`config.mk`:
```
export PLATFORM = sky130hd
export DESIGN_NAME = control_pipeline
export DESIGN_NICKNAME = d
export VERILOG_FILES = /design/src/rtl/ctrl_pkg.sv /design/src/rtl/ctrl_stage_reg.sv /design/src/rtl/control_pipeline.sv
export SDC_FILE = /design/constraint.sdc
export NUM_CORES = 1
export LEC_CHECK = 0
export CORE_MARGIN = 2
export CORE_UTILIZATION = 29
export DETAILED_ROUTE_END_ITERATION = 7
export GPL_TIMING_DRIVEN = 0
export HOLD_SLACK_MARGIN = 0.03
export PLACE_DENSITY = 0.88
export SLEW_MARGIN = 20
export SYNTH_ARGS = -nofsm -noshare
export SYNTH_HDL_FRONTEND = slang
export SYNTH_SLANG_ARGS = --single-unit
```
`constraint.sdc`:
```
create_clock -name clk -period 1.5 [get_ports clk]
set_input_delay 0.15 -clock clk [delete_from_list [all_inputs] [get_ports clk]]
set_output_delay 0.15 -clock clk [all_outputs]
set_load 0.005 [all_outputs]
```
`src/rtl/ctrl_pkg.sv`:
```
// Control-path types for the RV32I pipeline: opcode constants, select enums,
// the per-stage control bundle and the ID-stage decode table.
package ctrl_pkg;

    localparam logic [6:0] OP_R      = 7'h33;
    localparam logic [6:0] OP_I      = 7'h13;
    localparam logic [6:0] OP_LOAD   = 7'h03;
    localparam logic [6:0] OP_STORE  = 7'h23;
    localparam logic [6:0] OP_BRANCH = 7'h63;
    localparam logic [6:0] OP_JALR   = 7'h67;
    localparam logic [6:0] OP_AUIPC  = 7'h17;
    localparam logic [6:0] OP_LUI    = 7'h37;
    localparam logic [6:0] OP_JAL    = 7'h6F;

    typedef enum logic [2:0] {IMM_I, IMM_S, IMM_B, IMM_U, IMM_J} imm_sel_e;
    typedef enum logic [1:0] {A_RS1, A_PC, A_ZERO} a_sel_e;
    typedef enum logic       {B_RS2, B_IMM} b_sel_e;
    typedef enum logic [2:0] {ALU_ADD, ALU_RFUNCT, ALU_IFUNCT, ALU_BRCMP} alu_op_e;
    typedef enum logic [1:0] {NPC_PC4, NPC_BRANCH, NPC_JALR, NPC_JAL} npc_sel_e;

    // valid must stay the first member: stage registers test the MSB as valid
    typedef struct packed {
        logic     valid;
        logic     write;
        logic     load;
        logic     store;
        logic     branch;
        a_sel_e   a_sel;
        b_sel_e   b_sel;
        alu_op_e  alu_op;
        npc_sel_e npc_sel;
    } ctrl_bundle_t;

    localparam int CTRL_W  = $bits(ctrl_bundle_t);
    localparam int VLD_BIT = CTRL_W - 1;

    typedef struct packed {
        ctrl_bundle_t ctl;
        imm_sel_e     imm_sel;
        logic         legal;
    } decode_t;

    function automatic decode_t decode(input logic [6:0] opcode);
        decode_t d;
        d           = '0;
        d.legal     = 1'b1;
        d.ctl.valid = 1'b1;
        case (opcode)
            OP_R: begin
                d.ctl.write  = 1'b1;
                d.ctl.alu_op = ALU_RFUNCT;
            end
            OP_I: begin
                d.ctl.write  = 1'b1;
                d.ctl.b_sel  = B_IMM;
                d.ctl.alu_op = ALU_IFUNCT;
            end
            OP_LOAD: begin
                d.ctl.write = 1'b1;
                d.ctl.load  = 1'b1;
                d.ctl.b_sel = B_IMM;
            end
            OP_STORE: begin
                d.ctl.store = 1'b1;
                d.ctl.b_sel = B_IMM;
                d.imm_sel   = IMM_S;
            end
            OP_BRANCH: begin
                d.ctl.branch  = 1'b1;
                d.ctl.alu_op  = ALU_BRCMP;
                d.ctl.npc_sel = NPC_BRANCH;
                d.imm_sel     = IMM_B;
            end
            OP_JALR: begin
                d.ctl.write   = 1'b1;
                d.ctl.b_sel   = B_IMM;
                d.ctl.npc_sel = NPC_JALR;
            end
            OP_AUIPC: begin
                d.ctl.write = 1'b1;
                d.ctl.a_sel = A_PC;
                d.ctl.b_sel = B_IMM;
                d.imm_sel   = IMM_U;
            end
            OP_LUI: begin
                d.ctl.write = 1'b1;
                d.ctl.a_sel = A_ZERO;
                d.ctl.b_sel = B_IMM;
                d.imm_sel   = IMM_U;
            end
            OP_JAL: begin
                d.ctl.write   = 1'b1;
                d.ctl.a_sel   = A_PC;
                d.ctl.b_sel   = B_IMM;
                d.ctl.npc_sel = NPC_JAL;
                d.imm_sel     = IMM_J;
            end
            default: d = '0;
        endcase
        return d;
    endfunction

endpackage

```
`src/rtl/ctrl_stage_reg.sv`:
```
// One pipeline register for the control bundle. An invalid or bubbled input
// is stored as all-zero so every stage presents zero controls when not valid.
module ctrl_stage_reg
    import ctrl_pkg::*;
(
    input  logic              clk,
    input  logic              rst,
    input  logic              bubble,
    input  logic [CTRL_W-1:0] d,
    output logic [CTRL_W-1:0] q
);

    always_ff @(posedge clk) begin
        if (rst) begin
            q <= '0;
        end else if (bubble || !d[VLD_BIT]) begin
            q <= '0;
        end else begin
            q <= d;
        end
    end

endmodule

```
`src/rtl/control_pipeline.sv`:
```
// RV32I control path: decodes the ID opcode and carries the control bundle through EX, MEM(+extra) and WB.
// Optional performance counters are built when CTRL_PERF_CNT_EN is defined.
module control_pipeline
    import ctrl_pkg::*;
#(
    parameter int OPCODE_W      = 7,
    parameter int EXTRA_MEM_STG = 0,
    parameter int CNT_W         = 32
) (
    input  logic                clk,
    input  logic                rst,
    input  logic [OPCODE_W-1:0] opcode_id,
    input  logic                valid_id,
    input  logic                stall,
    input  logic                flush,
    output logic [2:0]          imm_sel_id,
    output logic                illegal_id,
    output logic                ex_valid,
    output logic [1:0]          ex_alu_a_sel,
    output logic                ex_alu_b_sel,
    output logic [2:0]          ex_alu_op,
    output logic                ex_branch,
    output logic [1:0]          ex_next_pc_sel,
    output logic                mem_valid,
    output logic                mem_load,
    output logic                mem_store,
    output logic                wb_valid,
    output logic                wb_write,
    output logic [CNT_W-1:0]    perf_retired,
    output logic [CNT_W-1:0]    perf_bubbles,
    output logic [CNT_W-1:0]    perf_illegal
);

    // Stage index: 0 = EX, 1..N_MEM = MEM stages, N_MEM+1 = WB
    localparam int N_MEM   = 1 + EXTRA_MEM_STG;
    localparam int N_STG   = N_MEM + 2;
    localparam int MEM_IDX = N_MEM;
    localparam int WB_IDX  = N_STG - 1;

    decode_t           dec;
    logic              bubble_id;
    logic [CTRL_W-1:0] ctl_p [N_STG];
    ctrl_bundle_t      ex_c;
    ctrl_bundle_t      mem_c;
    ctrl_bundle_t      wb_c;
    logic              unused_ok;

    assign dec        = decode(opcode_id[6:0]);
    assign imm_sel_id = dec.imm_sel;
    assign illegal_id = valid_id & ~dec.legal;
    // stall and flush both squash the instruction entering EX; flush taking priority is therefore moot
    assign bubble_id  = ~valid_id | illegal_id | stall | flush;

    for (genvar i = 0; i < N_STG; i++) begin : g_stage
        logic [CTRL_W-1:0] d_in;
        logic              bub;
        if (i == 0) begin : g_ex
            assign d_in = dec.ctl;
            assign bub  = bubble_id;
        end else begin : g_down
            assign d_in = ctl_p[i-1];
            assign bub  = 1'b0;
        end
        ctrl_stage_reg u_reg (
            .clk    (clk),
            .rst    (rst),
            .bubble (bub),
            .d      (d_in),
            .q      (ctl_p[i])
        );
    end

    assign ex_c  = ctrl_bundle_t'(ctl_p[0]);
    assign mem_c = ctrl_bundle_t'(ctl_p[MEM_IDX]);
    assign wb_c  = ctrl_bundle_t'(ctl_p[WB_IDX]);
    assign unused_ok = ^{ex_c, mem_c, wb_c};

    assign ex_valid       = ex_c.valid;
    assign ex_alu_a_sel   = ex_c.a_sel;
    assign ex_alu_b_sel   = ex_c.b_sel;
    assign ex_alu_op      = ex_c.alu_op;
    assign ex_branch      = ex_c.branch;
    assign ex_next_pc_sel = ex_c.npc_sel;
    assign mem_valid      = mem_c.valid;
    assign mem_load       = mem_c.load;
    assign mem_store      = mem_c.store;
    assign wb_valid       = wb_c.valid;
    assign wb_write       = wb_c.write;

`ifdef CTRL_PERF_CNT_EN
    logic [CNT_W-1:0] retired_q;
    logic [CNT_W-1:0] bubbles_q;
    logic [CNT_W-1:0] illegal_q;

    function automatic logic [CNT_W-1:0] sat_inc(input logic [CNT_W-1:0] c, input logic en);
        return (en && !(&c)) ? c + {{(CNT_W-1){1'b0}}, 1'b1} : c;
    endfunction

    // retired counts on the edge an instruction enters WB
    always_ff @(posedge clk) begin
        if (rst) begin
            retired_q <= '0;
            bubbles_q <= '0;
            illegal_q <= '0;
        end else begin
            retired_q <= sat_inc(retired_q, ctl_p[WB_IDX-1][VLD_BIT]);
            bubbles_q <= sat_inc(bubbles_q, valid_id & (stall | flush | illegal_id));
            illegal_q <= sat_inc(illegal_q, illegal_id);
        end
    end

    assign perf_retired = retired_q;
    assign perf_bubbles = bubbles_q;
    assign perf_illegal = illegal_q;
`else
    assign perf_retired = '0;
    assign perf_bubbles = '0;
    assign perf_illegal = '0;
`endif

endmodule

```
==> run_results.csv <==
group,metric,value,unit
run_status,outcome,"completed",
synthesis,post_synth_fa_ha_maj_area_fraction,0,%
power_and_ir_drop,vdd_drop_max,0.000304,V
global_routing,grt_first_pass_wirelength,4890,microns
routing,dr_total_vias,1301,
die,core_area,0.00507,sq mm
routing,wirelength,3300,microns
worst_setup_path,worstPathMaxFanout,5,
sta,summed_negative_setup_slack_over_all_endpoints,0,ps
power_and_ir_drop,switching_share,24.8,%
synthesis,synth-main-ff-cell,"sky130_fd_sc_hd__dfxtp_1",
worst_setup_path,start_kind,"input pin",
routing,dr.pass1.iters,3,
clock_network,cts.root.buffer_cell,"sky130_fd_sc_hd__clkbuf_8",
synthesis,post_synth_instance_area,0.00152,sq mm
clock_network,clock-sinks,18,
worst_setup_path,critical_path_arrival,1310,ps
synthesis,synth_top_family_by_area,"buffers and inverters",
routing,post_dr_wirelength_cell,8.46,microns
placement,io_buffers,28,
placement,numPlacedInstances,376,
worst_setup_path,timing.critical_path.slowest_stage_cell,"sky130_fd_sc_hd__and4bb_2",
power_and_ir_drop,net-switching-power,0.306,mW
routing,post_drt_via_cell_ratio,3.34,
placement,post_dp_hpwl,2590,microns
synthesis,syn_area_per_cell,8.34,sq um
synthesis,number_of_synthesized_register_bits,18,
routing,drt_drc_violations_left,0,
finish,reg_top3,"g_stage.u_reg.q x18",
clock_network,cts_tree,"yes",
global_routing,grt_max_degree,11,
clock_network,numCtsBuffers,3,
synthesis,count_of_flip_flops_with_a_built_in_enable_after_synthesis,0,
die,die-area,0.00583,sq mm
clock_network,clock_tree.htree_level_count,1,
sta,rsz0062_at_grt,"false",
synthesis,synth_compound_area_share,6.27,%
finish,drive_above_1_share,46.6,%
routing,drt.antenna.violating_nets,0,
synthesis,mux_cell_area_share_after_synthesis,0,%
synthesis,yosysWarnings,0,
synthesis,synthXorXnorAreaFrac,0.577,%
finish,antenna_cells,0,
sta,worst_slack,41.9,ps
hold_path,worst_hold_path_type,"in2reg",
finish,flow.area_growth_from_synthesis,59.0,%
synthesis,synth_simple_gate_area_share,14.3,%
run,max-cap-violations,0,
placement,place_congestion,0.755,
die,dieHeight,76.3,microns
worst_setup_path,setup.worst_path.class,"in2out",
sta,max_freq,686,MHz
worst_setup_path,cp_slowest_stage_delay,270,ps
synthesis,post_synth_num_cell_types,33,
finish,final_cell_mix,"sky130_fd_sc_hd__buf_4, sky130_fd_sc_hd__conb_1, sky130_fd_sc_hd__dfxtp_1",
die,boundaryPins,127,
clock_network,cts.hold.buffers_added,0,
clock_network,clkLatencyLatePin,250,ps
clock_network,cts.path.max_buffers,2,
sta,final_min_period_over_clock_period,97.2,%
global_routing,globalRouteTotalUtil,10.1,%
die,placementRows,26,
global_routing,grt-ovfl-total,0,
power_and_ir_drop,power,1.23,mW
power_and_ir_drop,seqPwrFrac,38.8,%
power_and_ir_drop,clk_pwr_share,31.3,%
synthesis,synth-seq-area-share,23.7,%
die,fp.dieW,76.3,microns
sta,finalWorstPathRequiredPeriod,1460,ps
sta,hold-worst-slack,57.8,ps
finish,largest_register_ff_count,18,
finish,most_common_cell_after_layout_fill_and_taps_aside,"sky130_fd_sc_hd__buf_4",
placement,pre_cts_ws,-773,ps
worst_setup_path,required,1350,ps
global_routing,grt_pass1_vias,1231,
power_and_ir_drop,cell_internal_pwr,0.928,mW
worst_setup_path,end_kind,"output port",
synthesis,number_of_instances_in_the_synthesized_netlist,182,
die,initial_utilization,29.9,%
worst_setup_path,sequence_of_cells_on_the_critical_path,"clkdlybuf4s15_1 > and4bb_2 > buf_4 > o21ai_4 > and3_1 > dlygate4sd2_1",
finish,instances_no_fill,390,
power_and_ir_drop,comb_power_share,29.9,%
sta,worst_clock_skew,0.630,ps
synthesis,proportion_of_synthesized_flip_flops_having_asynchronous_set_or_reset,0,%
sta,setup_viol_count_final,0,
sta,timing_hold_violations_final,0,
routing,drt_first_iter_violations,47,
power_and_ir_drop,cellLeakagePower,1.37,nW
power_and_ir_drop,powerDensity,511,mW/mm^2
finish,registers.top_by_ff_count,"g_stage.u_reg.q",
clock_network,clkSlewWorstSetupHoldPaths,60,ps
sta,final_max_slew_viol_count,0,
finish,final_net_count,333,
global_routing,antenna_found_initial,0,
finish,final.fill_count,495,
==> synthesized netlist by cell type, types with 2 or more instances <==
cell type | n | area, sq um
sky130_fd_sc_hd__buf_4 | 106 | 796
sky130_fd_sc_hd__dfxtp_1 | 18 | 360
sky130_fd_sc_hd__and2_1 | 5 | 31.3
sky130_fd_sc_hd__inv_1 | 5 | 18.8
sky130_fd_sc_hd__nand2_1 | 4 | 15.0
sky130_fd_sc_hd__nor2_1 | 4 | 15.0
sky130_fd_sc_hd__o21ai_0 | 4 | 20.0
sky130_fd_sc_hd__a21oi_1 | 3 | 15.0
sky130_fd_sc_hd__a211o_1 | 2 | 17.5
sky130_fd_sc_hd__a211oi_1 | 2 | 15.0
sky130_fd_sc_hd__buf_2 | 2 | 10.0
sky130_fd_sc_hd__clkbuf_1 | 2 | 7.51
sky130_fd_sc_hd__nand3b_1 | 2 | 15.0
sky130_fd_sc_hd__nor2b_1 | 2 | 12.5
sky130_fd_sc_hd__nor3_2 | 2 | 20.0
sky130_fd_sc_hd__or3_1 | 2 | 12.5
==> metal layers <==
metal | vias up | global-route usage [%] | wire length [microns]
li1 | 658 | - | -
met1 | 539 | 8.04 | 1020
met2 | 92 | 21.2 | 1810
met3 | 12 | 2.73 | 344
met4 | 0 | 5.64 | 125
met5 | - | 0 | 0
==> per-stage QoR <==
stage                     instance area, sq um  util, %
after CTS                                 2400     47.3
after floorplan                           1880        -
after global placement                    2250     44.3
after detailed placement                  2250     44.3
final                                     2410     47.6
after global routing                      2410     47.6
==> kinds of logic after synthesis <==
logic type | after synthesis
DFF | 18
and+or+nand+nor | 33
other | 1
AOI/OAI and AO/OA | 14
xor gates and xnor gates | 1
buffers and inverters | 115
==> layout make-up <==
cell class	count	area, sq um	area share (%)
Buffer	110	842	34.9
Multi-Input combinational cell	145	724	30.0
Sequential cell	18	360	14.9
Timing Repair Buffer	38	325	13.5
Tap cell	70	87.6	3.63
Clock buffer	4	55.1	2.28
Inverter	5	18.8	0.778
==> final timing paths <==
path / cells past startpoint / end / slack, ps / startpoint
setup reg to reg: 2 / g_stage[1].u_reg.q[11] / 680 / g_stage[0].u_reg.q[12]
setup / recovery: 6 / illegal_id / 40 / opcode_id[1]
hold reg to reg: 1 / g_stage[1].u_reg.q[10] / 430 / g_stage[0].u_reg.q[10]
hold / removal: 2 / g_stage[2].u_reg.q[12] / 60 / rst
==> critical path: cells and delay by family <==
family | cells | cell delay [ps]
buffers and inverters | 3 | 630
and+or+nand+nor | 2 | 460
AOI/OAI and AO/OA | 1 | 70
==> repair_timing <==
item                                    in CTS  in global routing
pin swaps                                   10                  3
gates resized for setup                     66                  3
endpoints found under the setup margin      11                  4
setup buffers                                9                  1
==> power groups by stage <==
stage	sequential (mW)	clock (mW)	combinational, mW
after floorplan	0.489	0	0.279
after global placement	0.489	0	0.325
after detailed placement	0.489	0	0.327
after CTS	0.479	0.396	0.345
after global routing	0.478	0.415	0.402
final	0.479	0.387	0.369
No activity file was read; power rests on OpenSTA's default activity.
